===== config.mk =====
export PLATFORM = sky130hd
export DESIGN_NAME = sync_fifo_flags
export DESIGN_NICKNAME = d
export VERILOG_FILES = /design/src/rtl/sync_fifo_flags.sv
export SDC_FILE = /design/constraint.sdc
export NUM_CORES = 1
export LEC_CHECK = 0
export BUFFER_PORTS_ARGS = -buffer_cell sky130_fd_sc_hd__buf_2
export CORE_MARGIN = 10
export CORE_UTILIZATION = 48
export CTS_CLUSTER_SIZE = 20
export DETAILED_ROUTE_END_ITERATION = 10
export PLACE_DENSITY = 0.64
export SKIP_CTS_REPAIR_TIMING = 1
export SYNTH_ARGS = -nofsm -noshare
export SYNTH_HDL_FRONTEND = slang
export SYNTH_SLANG_ARGS = --single-unit

===== constraint.sdc =====
create_clock -name clk -period 3.6 [get_ports clk]
set_input_delay 0.18 -clock clk [delete_from_list [all_inputs] [get_ports clk]]
set_output_delay 0.18 -clock clk [all_outputs]
set_load 0.01 [all_outputs]

===== src/rtl/sync_fifo_flags.sv =====
// Single-clock FIFO with wrap-bit pointers, occupancy count, almost-full/empty flags,
// overflow/underflow pulses, and selectable registered or first-word-fall-through read.
module sync_fifo_flags #(
    parameter int WIDTH    = 8,
    parameter int DEPTH    = 16,
    parameter int AF_LEVEL = DEPTH - 2,
    parameter int AE_LEVEL = 2,
    parameter int FWFT     = 0
) (
    input  logic                     clk,
    input  logic                     rst,
    input  logic                     w_en,
    input  logic [WIDTH-1:0]         data_in,
    input  logic                     r_en,
    output logic [WIDTH-1:0]         data_out,
    output logic                     data_valid,
    output logic                     full,
    output logic                     empty,
    output logic                     almost_full,
    output logic                     almost_empty,
    output logic [$clog2(DEPTH):0]   count,
    output logic                     overflow,
    output logic                     underflow
);
    localparam int AW = $clog2(DEPTH);
    localparam int PW = AW + 1;
    localparam logic [PW-1:0] AF_CNT = PW'(AF_LEVEL);
    localparam logic [PW-1:0] AE_CNT = PW'(AE_LEVEL);

    logic [WIDTH-1:0] r_mem [DEPTH];
    logic [PW-1:0]    r_wr_ptr;
    logic [PW-1:0]    r_rd_ptr;
    logic [PW-1:0]    r_count;
    logic             r_overflow;
    logic             r_underflow;

    logic [AW-1:0]    w_wr_addr;
    logic [AW-1:0]    w_rd_addr;
    logic             w_full;
    logic             w_empty;
    logic             w_wr_ok;
    logic             w_rd_ok;

    assign w_wr_addr = r_wr_ptr[AW-1:0];
    assign w_rd_addr = r_rd_ptr[AW-1:0];
    // Same slot with differing wrap bits means every slot is occupied.
    assign w_empty   = (r_wr_ptr == r_rd_ptr);
    assign w_full    = (w_wr_addr == w_rd_addr) && (r_wr_ptr[AW] != r_rd_ptr[AW]);
    assign w_wr_ok   = w_en && !w_full;
    assign w_rd_ok   = r_en && !w_empty;

    // Pointer, occupancy and error-pulse state.
    always_ff @(posedge clk) begin
        if (rst) begin
            r_wr_ptr    <= '0;
            r_rd_ptr    <= '0;
            r_count     <= '0;
            r_overflow  <= 1'b0;
            r_underflow <= 1'b0;
        end else begin
            r_overflow  <= w_en && w_full;
            r_underflow <= r_en && w_empty;
            if (w_wr_ok) begin
                r_wr_ptr <= r_wr_ptr + PW'(1);
            end
            if (w_rd_ok) begin
                r_rd_ptr <= r_rd_ptr + PW'(1);
            end
            case ({w_wr_ok, w_rd_ok})
                2'b10:   r_count <= r_count + PW'(1);
                2'b01:   r_count <= r_count - PW'(1);
                default: r_count <= r_count;
            endcase
        end
    end

    // Storage array; contents deliberately survive reset.
    always_ff @(posedge clk) begin
        if (w_wr_ok && !rst) begin
            r_mem[w_wr_addr] <= data_in;
        end
    end

    generate
        if (FWFT != 0) begin : g_fwft
            assign data_out   = r_mem[w_rd_addr];
            assign data_valid = !w_empty;
        end else begin : g_std
            logic [WIDTH-1:0] r_data_out;
            logic             r_data_valid;

            // Registered read port: word lands one edge after the accepted read.
            always_ff @(posedge clk) begin
                if (rst) begin
                    r_data_out   <= '0;
                    r_data_valid <= 1'b0;
                end else begin
                    r_data_valid <= w_rd_ok;
                    if (w_rd_ok) begin
                        r_data_out <= r_mem[w_rd_addr];
                    end
                end
            end

            assign data_out   = r_data_out;
            assign data_valid = r_data_valid;
        end
    endgenerate

    assign full         = w_full;
    assign empty        = w_empty;
    assign almost_full  = (r_count >= AF_CNT);
    assign almost_empty = (r_count <= AE_CNT);
    assign count        = r_count;
    assign overflow     = r_overflow;
    assign underflow    = r_underflow;

endmodule

==> results.toml, run 1 <==
[layout]
fillers = 1005
final_common_cell = "edfxtp_1"
final_nets = 450
layoutNonFillerInstCount = 612
n_antenna_cell = 0
drive_above_1_share_pct = 30.0
final_cell_mix = "edfxtp_1 (128), buf_2 (31)"
finish.utilization_pct = 57.4
syn_to_final_growth_pct = 16.0

[power]
power_frac_comb_pct = 12.5
swShare_pct = 23.9
ir_drop_mv = 0.238
total_power_mw = 4.31
p_switching_mw = 1.03
internal-power_mw = 3.28
pwr-share-seq_pct = 47.0
powerDensity_nw_per_um2 = 591
clkPwrFrac_pct = 40.4
leakage_nw = 2.46

[timing]
fmax_mhz = 328
hold_viol = 0
post-route-min-period_ns = 3.05
worst_slew_pin_slew_ns = 1.03
tns_ns = 0
min_period_over_period_pct = 84.7
skew_ns = 0.00409
setup-violations-final = 0
grt_setup_unrepaired = "no"
max_slew_margin_pct = 30.9
maxSlewViolCount = 0

[setup_path]
crit_arrival_ns = 3.40
required_ns = 3.95
crit_type = "reg -> reg"
r2r_cells = 12
r2r_slack_ns = 0.55
start_kind = "register"
crit_path_max_fanout = 11
worstSetupStartpoint = "r_wr_ptr[1]$_SDFFE_PP0P_"
setup.worst_path.end = "count[4]$_SDFFE_PP0P_"
rr_startpoint = "r_wr_ptr[1]$_SDFFE_PP0P_"
worst_setup_path_end_kind = "register"
rr_endpoint = "count[4]$_SDFFE_PP0P_"

[grt]
grt_overflow = 0
grt_start_max_net_pins = 52
grt_pass1_wl_mm = 20.4
first_global_vias = 3504
antenna_found_initial = 0
grt_use_total_pct = 15.1

[logic_synthesis]
synth_top_family_by_area = "multiplexers"
synth.avg_cell_area_um2 = 16.6
synth-compound-area-share_pct = 4.87
ys_ff_latch = 154
synth_area_um2 = 6290
synth_adder_area_share_pct = 2.11
ys_seq_area_share_pct = 69.4
syn_nets = 401
synthXorXnorAreaFrac_pct = 2.23
syn_inst = 379
synth-simple-area-share_pct = 7.02
ys_warn_count = 0
synth.distinct_cells = 39
muxShareOfSynthArea_pct = 11.9

[job]
maxCapViolCount = 0

[place]
place.gp.congestion = 0.811
portBuffers = 31
dp_cells = 581
hpwl_mm = 8.12

[run_status]
outcome = "finished, final reports clean"

[floorplanning]
die_h_um = 134
core_area_um2 = 12700
placementRows = 41
fp.dieW_um = 134
start_util_pct = 49.4
die_area_um2 = 18100
io_pins = 32

[clock_tree]
clk_latency_ns = 0.42
cts.sinks = 154
clk_path_buf_depth = 2
clk_transition_reported_paths_ns = 0.06
cts_tree = "yes"
numCtsBuffers = 17
clock-root-buffer = "clkbuf_16"
h-tree-depth = 4

[route]
wl_mm = 13.0
num_vias = 3442
avgRoutedWirePerCell_um = 21.2
antenna_left = 0
detailedRoute.firstIterationViolations = 262
drc = 0
post_drt_via_cell_ratio = 5.62
first_pass_iters = 4

[worst_hold_path]
hold_class = "in -> reg"
-- flip-flops by register name, summed over array words and instances (netlist names) --
register    cells
overflow        1
r_wr_ptr        5
underflow       1
data_valid      1
count           5
r_mem         128
r_rd_ptr        5
data_out        8
-- worst min path at each step --
stage / from / to / slack, ns / depth (start not counted)
after floorplan: data_in[0] / r_mem[0][0]$_DFFE_PP_ / 0.28 / 0
after global placement: data_out[3]$_SDFFE_PP0P_ / data_out[3]$_SDFFE_PP0P_ / 0.48 / 2
after detailed placement: data_out[2]$_SDFFE_PP0P_ / data_out[2]$_SDFFE_PP0P_ / 0.48 / 2
after CTS: r_en / underflow$_SDFF_PP0_ / 0.04 / 2
after global routing: r_en / underflow$_SDFF_PP0_ / 0.05 / 2
final: r_en / underflow$_SDFF_PP0_ / 0.06 / 2
-- metal layers --
metal | vias to the layer above | global-route usage, % | share of wire [%]
met3 | 22 | 4.34 | 7.6
li1 | 1587 | - | -
met2 | 97 | 23.1 | 48
met4 | 0 | 8.10 | 2.0
met1 | 1736 | 19.0 | 43
met5 | - | 0 | 0
-- synthesized netlist by cell type, drive strengths merged --
cell type | n | area, µm²
xor2 | 7 | 61.3
a21o | 2 | 15.0
o211ai | 4 | 30.0
nor4 | 4 | 25.0
nand3 | 2 | 10.0
buf | 19 | 121
a211oi | 16 | 130
dfxtp | 26 | 521
or3 | 2 | 12.5
a21oi | 6 | 30.0
edfxtp | 128 | 3840
nor4b | 6 | 52.6
inv | 3 | 11.3
and3 | 1 | 6.26
o22ai | 8 | 50.1
a2111oi | 1 | 8.76
nor3 | 24 | 120
mux4 | 24 | 541
mux2 | 16 | 180
nand4 | 1 | 6.26
mux2i | 3 | 30.0
or4 | 1 | 7.51
ha | 9 | 113
nand2 | 5 | 18.8
o21ai | 6 | 33.8
a31o | 1 | 8.76
nand2b | 5 | 31.3
nor2 | 23 | 86.3
fa | 1 | 20.0
and4 | 1 | 8.76
clkbuf | 6 | 22.5
xnor2 | 9 | 78.8
nor2b | 9 | 56.3
-- area by class of cell --
class / count / area (µm²) / area share (%)
flip-flops and latches: 154 / 4370 / 59.8
multi-input cells: 197 / 1790 / 24.5
clock buffers: 17 / 425 / 5.83
repair buffers: 55 / 335 / 4.59
well taps: 172 / 215 / 2.95
clock inverters: 14 / 154 / 2.11
inverters: 3 / 11.3 / 0.154
-- per-stage QoR --
step	hold WS [ns]	cell area, µm²	worst slack (ns)
after floorplan	0.279	6290	0.769
after global placement	0.477	6720	0.718
after detailed placement	0.478	6720	0.573
after CTS	0.0435	7300	0.552
after global routing	0.0503	7300	0.296
final	0.0565	7300	0.552
-- power by group through the flow --
stage               clock network, mW  registers (mW)  logic [mW]
floorplan                           0            2.08       0.345
global placement                    0            2.06       0.540
detailed placement                  0            2.07       0.548
CTS                              1.77            2.03       0.549
global route                     1.86            2.04       0.597
finish                           1.74            2.03       0.540
-- cells by family (layout without fill, tap and decap cells) --
kind of cell | Yosys count | count (layout)
fa+ha+maj | 10 | 10
mux | 43 | 43
buf+inv | 28 | 89
simple gates | 84 | 84
flops | 154 | 154
xor+xnor | 16 | 16
compound gates | 44 | 44
-- critical path, stage by stage (launching register included) --
cell	delay [ns]
dfxtp_1	0.42
xnor2_1	0.14
nand4_1	0.09
buf_4	0.18
o21ai_0	0.20
inv_1	0.23
ha_1	0.33
fa_1	0.43
a21o_1	0.19
a21oi_1	0.21
xor2_1	0.10
or3_1	0.31
a21oi_1	0.13
No activity file was read; power rests on OpenSTA's default activity.
==> run 2, diff against run 1 <==
Settings changed: ABC_AREA set to 1.
Clock period 3.6 ns to 3.19 ns, I/O delays scaled along.
==> run 2 against run 1 <==
Compared with the run above: cell area increased by 7.0%; power up 13%; sequential share of layout area fell by 3.9 points; utilization shrank 1.3 points; routed wire length is 18% higher; first-iteration DRC count is 42% higher; critical path depth up 3; combinational power is 27% higher; area after synthesis grew 8.7%; worst hold slack lost 0.033 ns; setup slack got worse by 0.086 ns; maximum frequency rose by 12%; largest cell class unchanged.
==> results.toml, run 2 <==
[layout]
syn_to_final_growth_pct = 14.2
finish.utilization_pct = 56.0
n_antenna_cell = 0
drive_above_1_share_pct = 12.6
final_common_cell = "nand2_1"
largest_reg_flops = 128
final_cell_mix = "nand2_1 (153), edfxtp_1 (128), inv_1 (101), nor2_1 (90), nand3_1 (68)"
final_nets = 766
largest-register = "r_mem"

[route]
first_pass_iters = 4
detailedRoute.firstIterationViolations = 371
drc = 0
wl_mm = 15.3
antenna_left = 0
avgRoutedWirePerCell_um = 16.4
num_vias = 4784
post_drt_via_cell_ratio = 5.11

[power]
clkPwrFrac_pct = 39.1
p_switching_mw = 1.28
power_frac_comb_pct = 14.1
swShare_pct = 26.3
internal-power_mw = 3.58
pwr-share-seq_pct = 46.8
powerDensity_nw_per_um2 = 622
total_power_mw = 4.86
leakage_nw = 3.34
ir_drop_mv = 0.344

[timing]
skew_ns = 0.00588
maxSlewViolCount = 0
tns_ns = 0
min_period_over_period_pct = 85.4
fmax_mhz = 367
max_slew_margin_pct = 57.7
setup-violations-final = 0
grt_setup_unrepaired = "no"
post-route-min-period_ns = 2.72
hold_viol = 0
whs_ns = 0.0239
worst_slew_pin_slew_ns = 0.635

[logic_synthesis]
synth_top_area_cell = "edfxtp_1"
syn_nets = 722
ys_seq_area_share_pct = 63.8
synth.most_common_cell = "nand2_1"
synth_edf_count = 128
yosysTopAreaCellShare_pct = 56.2
synth.avg_cell_area_um2 = 9.77
ys_warn_count = 0
synth.distinct_cells = 28
syn_inst = 700
ys_async_sr_fraction_pct = 0
ys_ff_latch = 154
synth_area_um2 = 6840
netlist_top_cells_count = "nand2_1 (153), edfxtp_1 (128), inv_1 (101)"
synth-main-ff-cell = "edfxtp_1"
synth.area.top_cells = "edfxtp_1 (56%), nand2_1 (8.4%), dfxtp_1 (7.6%)"

[clock_tree]
clk_latency_ns = 0.42
clk_path_buf_depth = 2
h-tree-depth = 4
cts.sinks = 154
clk_transition_reported_paths_ns = 0.06
cts_tree = "yes"
numCtsBuffers = 17
clock-root-buffer = "clkbuf_16"

[worst_hold_path]
min_from = "r_en"
hold_class = "in -> reg"
min_path_cells = 3
min_to = "underflow$_SDFF_PP0_"

[floorplanning]
core_area_um2 = 13900
placementRows = 43
start_util_pct = 49.1
die_area_um2 = 19400
io_pins = 32
fp.dieW_um = 139
die_h_um = 139

[grt]
grt_start_max_net_pins = 66
grt_use_total_pct = 16.0
grt_overflow = 0
antenna_found_initial = 0
grt_pass1_wl_mm = 24.5
first_global_vias = 4622

[setup_path]
required_ns = 3.54
cpMostUsedCell = "nand2_1"
worst_setup_path_end_kind = "register"
r2r_slack_ns = 0.47
crit_buf_inv = 2
worstSetupStartpoint = "r_rd_ptr[2]$_SDFFE_PP0P_"
crit_arrival_ns = 3.07
rr_endpoint = "count[4]$_SDFFE_PP0P_"
crit_chain = "inv_2 > nand2_1 > nand2_1 > nor2_2 > nand3_4 > nand2_2 > inv_1 > ha_1 > fa_1 > nand2_1 > nand2_1 > a21oi_1 > xor2_1 > nand2_1 > a21oi_1"
critPathMaxStageDelay_ns = 0.52
crit_type = "reg -> reg"
crit_family = "simple AND/OR/NAND/NOR gates"
crit_slowest_cell = "dfxtp_1"
rr_startpoint = "r_rd_ptr[2]$_SDFFE_PP0P_"
r2r_cells = 15
crit_path_max_fanout = 9
start_kind = "register"

[place]
portBuffers = 31
place.gp.congestion = 0.881
hpwl_mm = 10.1

[run_status]
outcome = "finished, final reports clean"

[job]
maxCapViolCount = 0
-- run 2: worst max path at each step --
stage / to / slack (ns) / cells after the start
2_1_floorplan: r_mem[11][0]$_DFFE_PP_ / 0.85 / 9
3_3_place_gp: count[4]$_SDFFE_PP0P_ / 0.64 / 15
6_report: count[4]$_SDFFE_PP0P_ / 0.47 / 15
5_1_grt: count[4]$_SDFFE_PP0P_ / 0.19 / 14
4_1_cts: count[4]$_SDFFE_PP0P_ / 0.50 / 15
3_5_place_dp: count[4]$_SDFFE_PP0P_ / 0.54 / 15
-- run 2: logic make-up (layout without fill, tap and decap cells) --
| kind of cell | count (synthesis) | after routing | synth area share (%) |
|---|---|---|---|
| flip-flops | 154 | 154 | 63.8 |
| adder cells (fa/ha/maj) | 10 | 10 | 1.94 |
| AO/OA/AOI/OAI | 56 | 56 | 4.15 |
| XOR/XNOR | 12 | 12 | 1.54 |
| AND/OR/NAND/NOR | 333 | 333 | 20.6 |
| buffers and inverters | 135 | 191 | 7.96 |
-- run 2: stage by stage --
| step | std cells | instance area, µm² | worst slack, ns |
|---|---|---|---|
| after CTS | 936 | 7810 | 0.497 |
| after floorplan | 700 | 6840 | 0.850 |
| final | 936 | 7810 | 0.466 |
| after global placement | 905 | 7250 | 0.642 |
| after global routing | 936 | 7810 | 0.191 |
| after detailed placement | 905 | 7250 | 0.537 |
-- run 2: cell type report --
type / count / area (µm²)
inverter: 105 / 394
timing repair buffer: 55 / 335
clock inverter: 14 / 133
fill: 1226 / 6130
multi-input combinational: 411 / 1930
clock buffer: 17 / 425
tap: 180 / 225
sequential: 154 / 4370
-- run 2: power groups by stage --
stage                     clock network, mW  registers [mW]  logic (mW)
after floorplan                           0            2.32       0.442
after global placement                    0            2.31       0.674
after detailed placement                  0            2.32       0.688
after CTS                              1.93            2.27       0.691
after global routing                   2.02            2.28       0.771
final                                  1.90            2.27       0.684
-- run 2: layer usage --
metal | part of all wire, % | vias up | GRT usage, %
met3 | 6.4 | 18 | 4.29
met2 | 49 | 138 | 26.6
met4 | 1.4 | 0 | 5.49
met5 | 0 | - | 0
met1 | 43 | 2256 | 19.7
li1 | - | 2372 | -
-- run 2: worst min-delay path: stages --
cell     delay, ns
buf_2         0.14
nand2_1       0.07
nor2_1        0.04
